### src/rtl/fibo_fsm_gen.sv
// Controller for the register-file/ALU Fibonacci datapath: counts iterations
// internally, picks Fibonacci/Lucas seeds and keeps a sticky overflow flag.
// Optional macro FIBO_OVF_STOP_EN: stop the run at the first ALU carry.
module fibo_fsm_gen #(
    parameter int DATA_W = 8,
    parameter int ADDR_W = 2,
    parameter int OPC_W  = 3,
    parameter int CNT_W  = 8
) (
    input  logic              CLK,
    input  logic              RST,
    input  logic              START,
    input  logic              ABORT,
    input  logic [CNT_W-1:0]  N,
    input  logic              MODE,
    input  logic              CARRY_FLAG,
    output logic [ADDR_W-1:0] wrt_addr,
    output logic              wrt_en,
    output logic              load_data,
    output logic [DATA_W-1:0] seed_data,
    output logic [ADDR_W-1:0] rd_addr1,
    output logic [ADDR_W-1:0] rd_addr2,
    output logic [OPC_W-1:0]  alu_opcode,
    output logic              BUSY,
    output logic              DONE,
    output logic              OVF,
    output logic [2:0]        state_dbg
);

    // Handshake: START is a request taken only in S_IDLE; BUSY covers
    // S_LOAD_A..S_MOV_B; DONE pulses for the single S_FIN cycle; ABORT
    // returns any non-idle state to S_IDLE without DONE.
    typedef enum logic [2:0] {
        S_IDLE   = 3'd0,
        S_LOAD_A = 3'd1,
        S_LOAD_B = 3'd2,
        S_CHECK  = 3'd3,
        S_ADD    = 3'd4,
        S_MOV_A  = 3'd5,
        S_MOV_B  = 3'd6,
        S_FIN    = 3'd7
    } state_t;

    localparam logic [OPC_W-1:0]  OPC_PASS = '0;
    localparam logic [OPC_W-1:0]  OPC_ADD  = OPC_W'(1);
    localparam logic [ADDR_W-1:0] REG_A    = ADDR_W'(0);
    localparam logic [ADDR_W-1:0] REG_B    = ADDR_W'(1);
    localparam logic [ADDR_W-1:0] REG_T    = ADDR_W'(2);

    state_t             state, state_nxt;
    logic [CNT_W-1:0]   cnt, cnt_nxt;
    logic               mode_lat, mode_nxt;
    logic               ovf_nxt;

    logic [ADDR_W-1:0]  wrt_addr_d, rd_addr1_d, rd_addr2_d;
    logic               wrt_en_d, load_data_d, busy_d, done_d;
    logic [DATA_W-1:0]  seed_d;
    logic [OPC_W-1:0]   opc_d;

    assign state_dbg = state;

    always_comb begin
        state_nxt = state;
        cnt_nxt   = cnt;
        mode_nxt  = mode_lat;
        ovf_nxt   = OVF;
        if (ABORT && state != S_IDLE) begin
            state_nxt = S_IDLE;
        end else begin
            case (state)
                S_IDLE: begin
                    if (START) begin
                        state_nxt = S_LOAD_A;
                        cnt_nxt   = N;
                        mode_nxt  = MODE;
                        ovf_nxt   = 1'b0;
                    end
                end
                S_LOAD_A: state_nxt = S_LOAD_B;
                S_LOAD_B: state_nxt = S_CHECK;
                S_CHECK:  state_nxt = (cnt == '0) ? S_FIN : S_ADD;
                S_ADD: begin
                    if (CARRY_FLAG) ovf_nxt = 1'b1;
`ifdef FIBO_OVF_STOP_EN
                    state_nxt = CARRY_FLAG ? S_FIN : S_MOV_A;
`else
                    state_nxt = S_MOV_A;
`endif
                end
                S_MOV_A: state_nxt = S_MOV_B;
                S_MOV_B: begin
                    cnt_nxt   = cnt - CNT_W'(1);
                    state_nxt = (cnt == CNT_W'(1)) ? S_FIN : S_ADD;
                end
                S_FIN:   state_nxt = S_IDLE;
                default: state_nxt = S_IDLE;
            endcase
        end
    end

    // Outputs are decoded from the next state so they are registered yet
    // still line up with the state they belong to.
    always_comb begin
        wrt_addr_d  = '0;
        wrt_en_d    = 1'b0;
        load_data_d = 1'b0;
        seed_d      = '0;
        rd_addr1_d  = '0;
        rd_addr2_d  = '0;
        opc_d       = OPC_PASS;
        busy_d      = 1'b0;
        done_d      = 1'b0;
        case (state_nxt)
            S_LOAD_A: begin
                wrt_en_d    = 1'b1;
                load_data_d = 1'b1;
                wrt_addr_d  = REG_A;
                seed_d      = mode_nxt ? DATA_W'(2) : '0;
                busy_d      = 1'b1;
            end
            S_LOAD_B: begin
                wrt_en_d    = 1'b1;
                load_data_d = 1'b1;
                wrt_addr_d  = REG_B;
                seed_d      = DATA_W'(1);
                busy_d      = 1'b1;
            end
            S_CHECK: busy_d = 1'b1;
            S_ADD: begin
                rd_addr1_d = REG_A;
                rd_addr2_d = REG_B;
                opc_d      = OPC_ADD;
                wrt_addr_d = REG_T;
                wrt_en_d   = 1'b1;
                busy_d     = 1'b1;
            end
            S_MOV_A: begin
                rd_addr1_d = REG_B;
                wrt_addr_d = REG_A;
                wrt_en_d   = 1'b1;
                busy_d     = 1'b1;
            end
            S_MOV_B: begin
                rd_addr1_d = REG_T;
                wrt_addr_d = REG_B;
                wrt_en_d   = 1'b1;
                busy_d     = 1'b1;
            end
            S_FIN:   done_d = 1'b1;
            default: ;
        endcase
    end

    always_ff @(posedge CLK) begin
        if (!RST) begin
            state      <= S_IDLE;
            cnt        <= '0;
            mode_lat   <= 1'b0;
            OVF        <= 1'b0;
            wrt_addr   <= '0;
            wrt_en     <= 1'b0;
            load_data  <= 1'b0;
            seed_data  <= '0;
            rd_addr1   <= '0;
            rd_addr2   <= '0;
            alu_opcode <= '0;
            BUSY       <= 1'b0;
            DONE       <= 1'b0;
        end else begin
            state      <= state_nxt;
            cnt        <= cnt_nxt;
            mode_lat   <= mode_nxt;
            OVF        <= ovf_nxt;
            wrt_addr   <= wrt_addr_d;
            wrt_en     <= wrt_en_d;
            load_data  <= load_data_d;
            seed_data  <= seed_d;
            rd_addr1   <= rd_addr1_d;
            rd_addr2   <= rd_addr2_d;
            alu_opcode <= opc_d;
            BUSY       <= busy_d;
            DONE       <= done_d;
        end
    end

endmodule

### config.mk
export PLATFORM = sky130hd
export DESIGN_NAME = fibo_fsm_gen
export DESIGN_NICKNAME = d
export VERILOG_FILES = /design/src/rtl/fibo_fsm_gen.sv
export SDC_FILE = /design/constraint.sdc
export NUM_CORES = 1
export LEC_CHECK = 0
export CAP_MARGIN = 20
export CORE_MARGIN = 2
export CORE_UTILIZATION = 49
export DETAILED_ROUTE_END_ITERATION = 8
export HOLD_SLACK_MARGIN = 0.05
export PLACE_DENSITY = 0.84
export SLEW_MARGIN = 10
export SYNTH_ARGS = -nofsm -noshare
export SYNTH_HDL_FRONTEND = slang
export SYNTH_SLANG_ARGS = --single-unit
### constraint.sdc
create_clock -name CLK -period 4.55 [get_ports CLK]
set_input_delay 0.455 -clock CLK [delete_from_list [all_inputs] [get_ports CLK]]
set_output_delay 0.455 -clock CLK [all_outputs]
set_load 0.03 [all_outputs]
==> out/results.tsv <==
stage	metric	value	unit
clock_tree	Longest Clk Path Bufs	2	
setup_path	CP max-delay cell	clkdlybuf4s50_1	
global_route	Remaining Overflow, GRT	0	
synthesis	Yosys cell types	43	
die	FP Rows	18	
power	power per cell area	333	nW/um^2
power	Leakage	0.000590	uW
setup_path	crit path max fanout	13	
setup_path	Critical Path End Type	output pin	
drt	routed wire length	2790	um
synthesis	Post-Syn Area	1220	um^2
die	Starting Density	50.6	%
synthesis	Ys Warns	0	
synthesis	Post-Synthesis Mean Instance Area	8.70	um^2
synthesis	Post-synth EDFFs	0	
sta	Setup Viol. Count Final	0	
placement	Detail Placement HPWL	2060	um
clock_tree	CTS Hold Buffers Added	0	
run_status	status	finished clean	
setup_path	reg-to-reg startpoint	cnt[4]$_SDFFE_PN0P_	
placement	Port Buffers	29	
drt	Vias/cell	5.50	
clock_tree	Reg clk slew, reported paths	0.14	ns
placement	RD Place Congestion	0.856	
setup_path	Worst R2R Setup Slack	2.56	ns
sta	worst hold slack	0.518	ns
sta	RSZ-0062 raised after global routing	false	
run	total of max-cap violations	0	
die	core area	2410	um^2
worst_hold_path	class of the worst hold path	flop to flop	
drt	DR WL/cell	14.3	um
setup_path	CP Buf/Inv Count	1	
sta	measured slew at the worst slew-check pin	0.537	ns
sta	Hold Vio Cnt, Final	0	
cells_and_area	fill count	211	
global_route	number of antenna violations at the first check in global routing	0	
setup_path	CP Class	flop to output pin	
cells_and_area	NumNets Final	183	
synthesis	prevailing post-synth register cell	dfxtp_1	
drt	DR pass1 iterations	4	
sta	Max Slew Vio Count	0	
synthesis	fraction of registers with async set/reset	0	%
power	peak supply drop	0.213	mV
setup_path	startpoint types	flop	
sta	final worst setup slack	2.35	ns
clock_tree	root buf cell	clkbuf_4	
die	die extent in x	53.9	um
worst_hold_path	HP Start	OVF$_SDFFE_PN0P_	
setup_path	Worst setup startpoint	state_dbg[0]$_SDFF_PN0_	
clock_tree	CTS tree	done	
synthesis	Seq/Total Area, Yosys	39.4	%
synthesis	synth top area cells	dfxtp_1, buf_4, nor2_1, a21oi_1, ha_1	
clock_tree	CTS H-tree lvls	1	
synthesis	post-synth top area cell	dfxtp_1	
cells_and_area	diodes inserted	0	
sta	Worst slew margin	63.8	%
drt	Residual DRC	0	
setup_path	Worst Path Arrival	1.74	ns
clock_tree	postcts setup bufs	0	
sta	Setup TNS	0	ns
cells_and_area	Util after Layout	63.0	%
die	I/O Pins	39	
sta	period utilization	48.3	%
die	die area	2900	um^2
cells_and_area	share of layout cells above drive strength 1	7.88	%
placement	pre-CTS WS	2.37	ns
sta	min Tclk post-route	2.20	ns
sta	clk_skew	0.00496	ns
synthesis	Yosys reg bits	24	
clock_tree	Post-CTS Resized	0	
clock_tree	Clock Latency Late Sink	0.32	ns
die	Die Span Y	53.9	um
setup_path	worst stage delay on the critical path	0.77	ns
sta	f_max	455	MHz
cells_and_area	final instance area	1520	um^2
clock_tree	Clock Sink Count	24	
global_route	vias in the first global route	1000	
global_route	global-route usage over all layers	21.2	%
synthesis	Syn Inst Count	140	
drt	via count	1072	
drt	DR iter-0 viols	34	
synthesis	area share of the largest cell type after synthesis	39.4	%
setup_path	worst-path cell chain	clkdlybuf4s50_1	
setup_path	CP Data Required Time	4.09	ns
drt	Routed Antenna Nets	0	
global_route	global-route wire length before repair	4330	um
clock_tree	Num CTS Buffers	3	
cells_and_area	Area Overhead vs Synth	24.6	%
placement	dpl cell area	1470	um^2
global_route	largest net degree at the start of global routing	15	
setup_path	cell family with most CP delay	buffers and inverters	
==> Yosys cell counts (2+ instances only) <==
cell	instances
dfxtp_1	24
nor2_1	18
buf_4	11
a21oi_1	9
nand2_1	8
o21ai_0	7
a211oi_1	4
inv_1	4
nor2b_1	4
nor3_1	4
clkbuf_1	3
ha_1	3
nand3_1	3
a22oi_1	2
a31oi_1	2
and2_1	2
nand3b_1	2
nor3b_1	2
nor4b_1	2
o31ai_1	2
or4_4	2
==> logic make-up (layout without fill, tap and decap cells) <==
kind of cell,after synthesis,count (layout),synth area share (%)
AO/OA/AOI/OAI,37,37,21.5
XOR/XNOR,1,1,0.719
adder cells (fa/ha/maj),3,3,3.08
buffers and inverters,20,37,10.3
flip-flops,24,24,39.4
multiplexers,1,1,0.821
other,1,9,0.308
AND/OR/NAND/NOR,53,53,23.9
==> metal layers <==
layer	vias up	GRT usage, %	wire [um]
met5	-	0	0
met3	9	3.06	114
met2	35	33.9	1410
met4	0	14.1	77
li1	531	-	-
met1	497	26.3	1190
==> registers in the layout, indices dropped and copies added, names as in the netlist, 2 cells and up <==
register / count
state_dbg: 3
rd_addr1: 2
cnt: 8
wrt_addr: 2
seed_data: 2
==> report_power, final <==
part | internal [uW] | leakage [uW] | switching [uW]
sequential | 223 | 0.000196 | 12.4
clock | 89.1 | 0.0000279 | 68.2
combinational | 48.1 | 0.000366 | 65.7
total | 360 | 0.000590 | 146
==> layout by cell type, fill, tap and decap left out, types with 2 or more instances in the layout <==
cell	synthesis	final
o31ai_1	2	2
nand3b_1	2	2
a21oi_1	9	9
nand3_1	3	3
a31oi_1	2	2
nor2_1	18	18
conb_1	1	9
nor4b_1	2	2
nor3b_1	2	2
nand2_1	8	8
a211oi_1	4	4
clkbuf_4	0	3
clkdlybuf4s50_1	0	29
and2_1	2	2
inv_1	4	4
a22oi_1	2	2
nor3_1	4	4
dfxtp_1	24	24
o21ai_0	7	7
nor2b_1	4	4
ha_1	3	3
or4_4	2	2
==> through the flow <==
stage / std cells / power (uW)
after CTS: 195 / 505
after global placement: 191 / 348
after global routing: 195 / 530
final: 195 / 506
after floorplan: 148 / 322
after detailed placement: 191 / 352
==> final timing paths <==
check,to,cells after the start
max,state_dbg[0],1
max reg2reg,seed_data[1]$_SDFF_PN0_,5
min reg2reg,OVF$_SDFFE_PN0P_,2
min,OVF$_SDFFE_PN0P_,2
==> area by class of cell <==
class                   count  area, um^2  area share (%)
flip-flops and latches     24         480            31.6
clock inverters             1        30.0            1.98
clock buffers               3        22.5            1.48
multi-input cells         104         643            42.3
inverters                   4        15.0           0.988
repair buffers             29         290            19.1
well taps                  30        37.5            2.47
(Power assumes the default switching activity.)
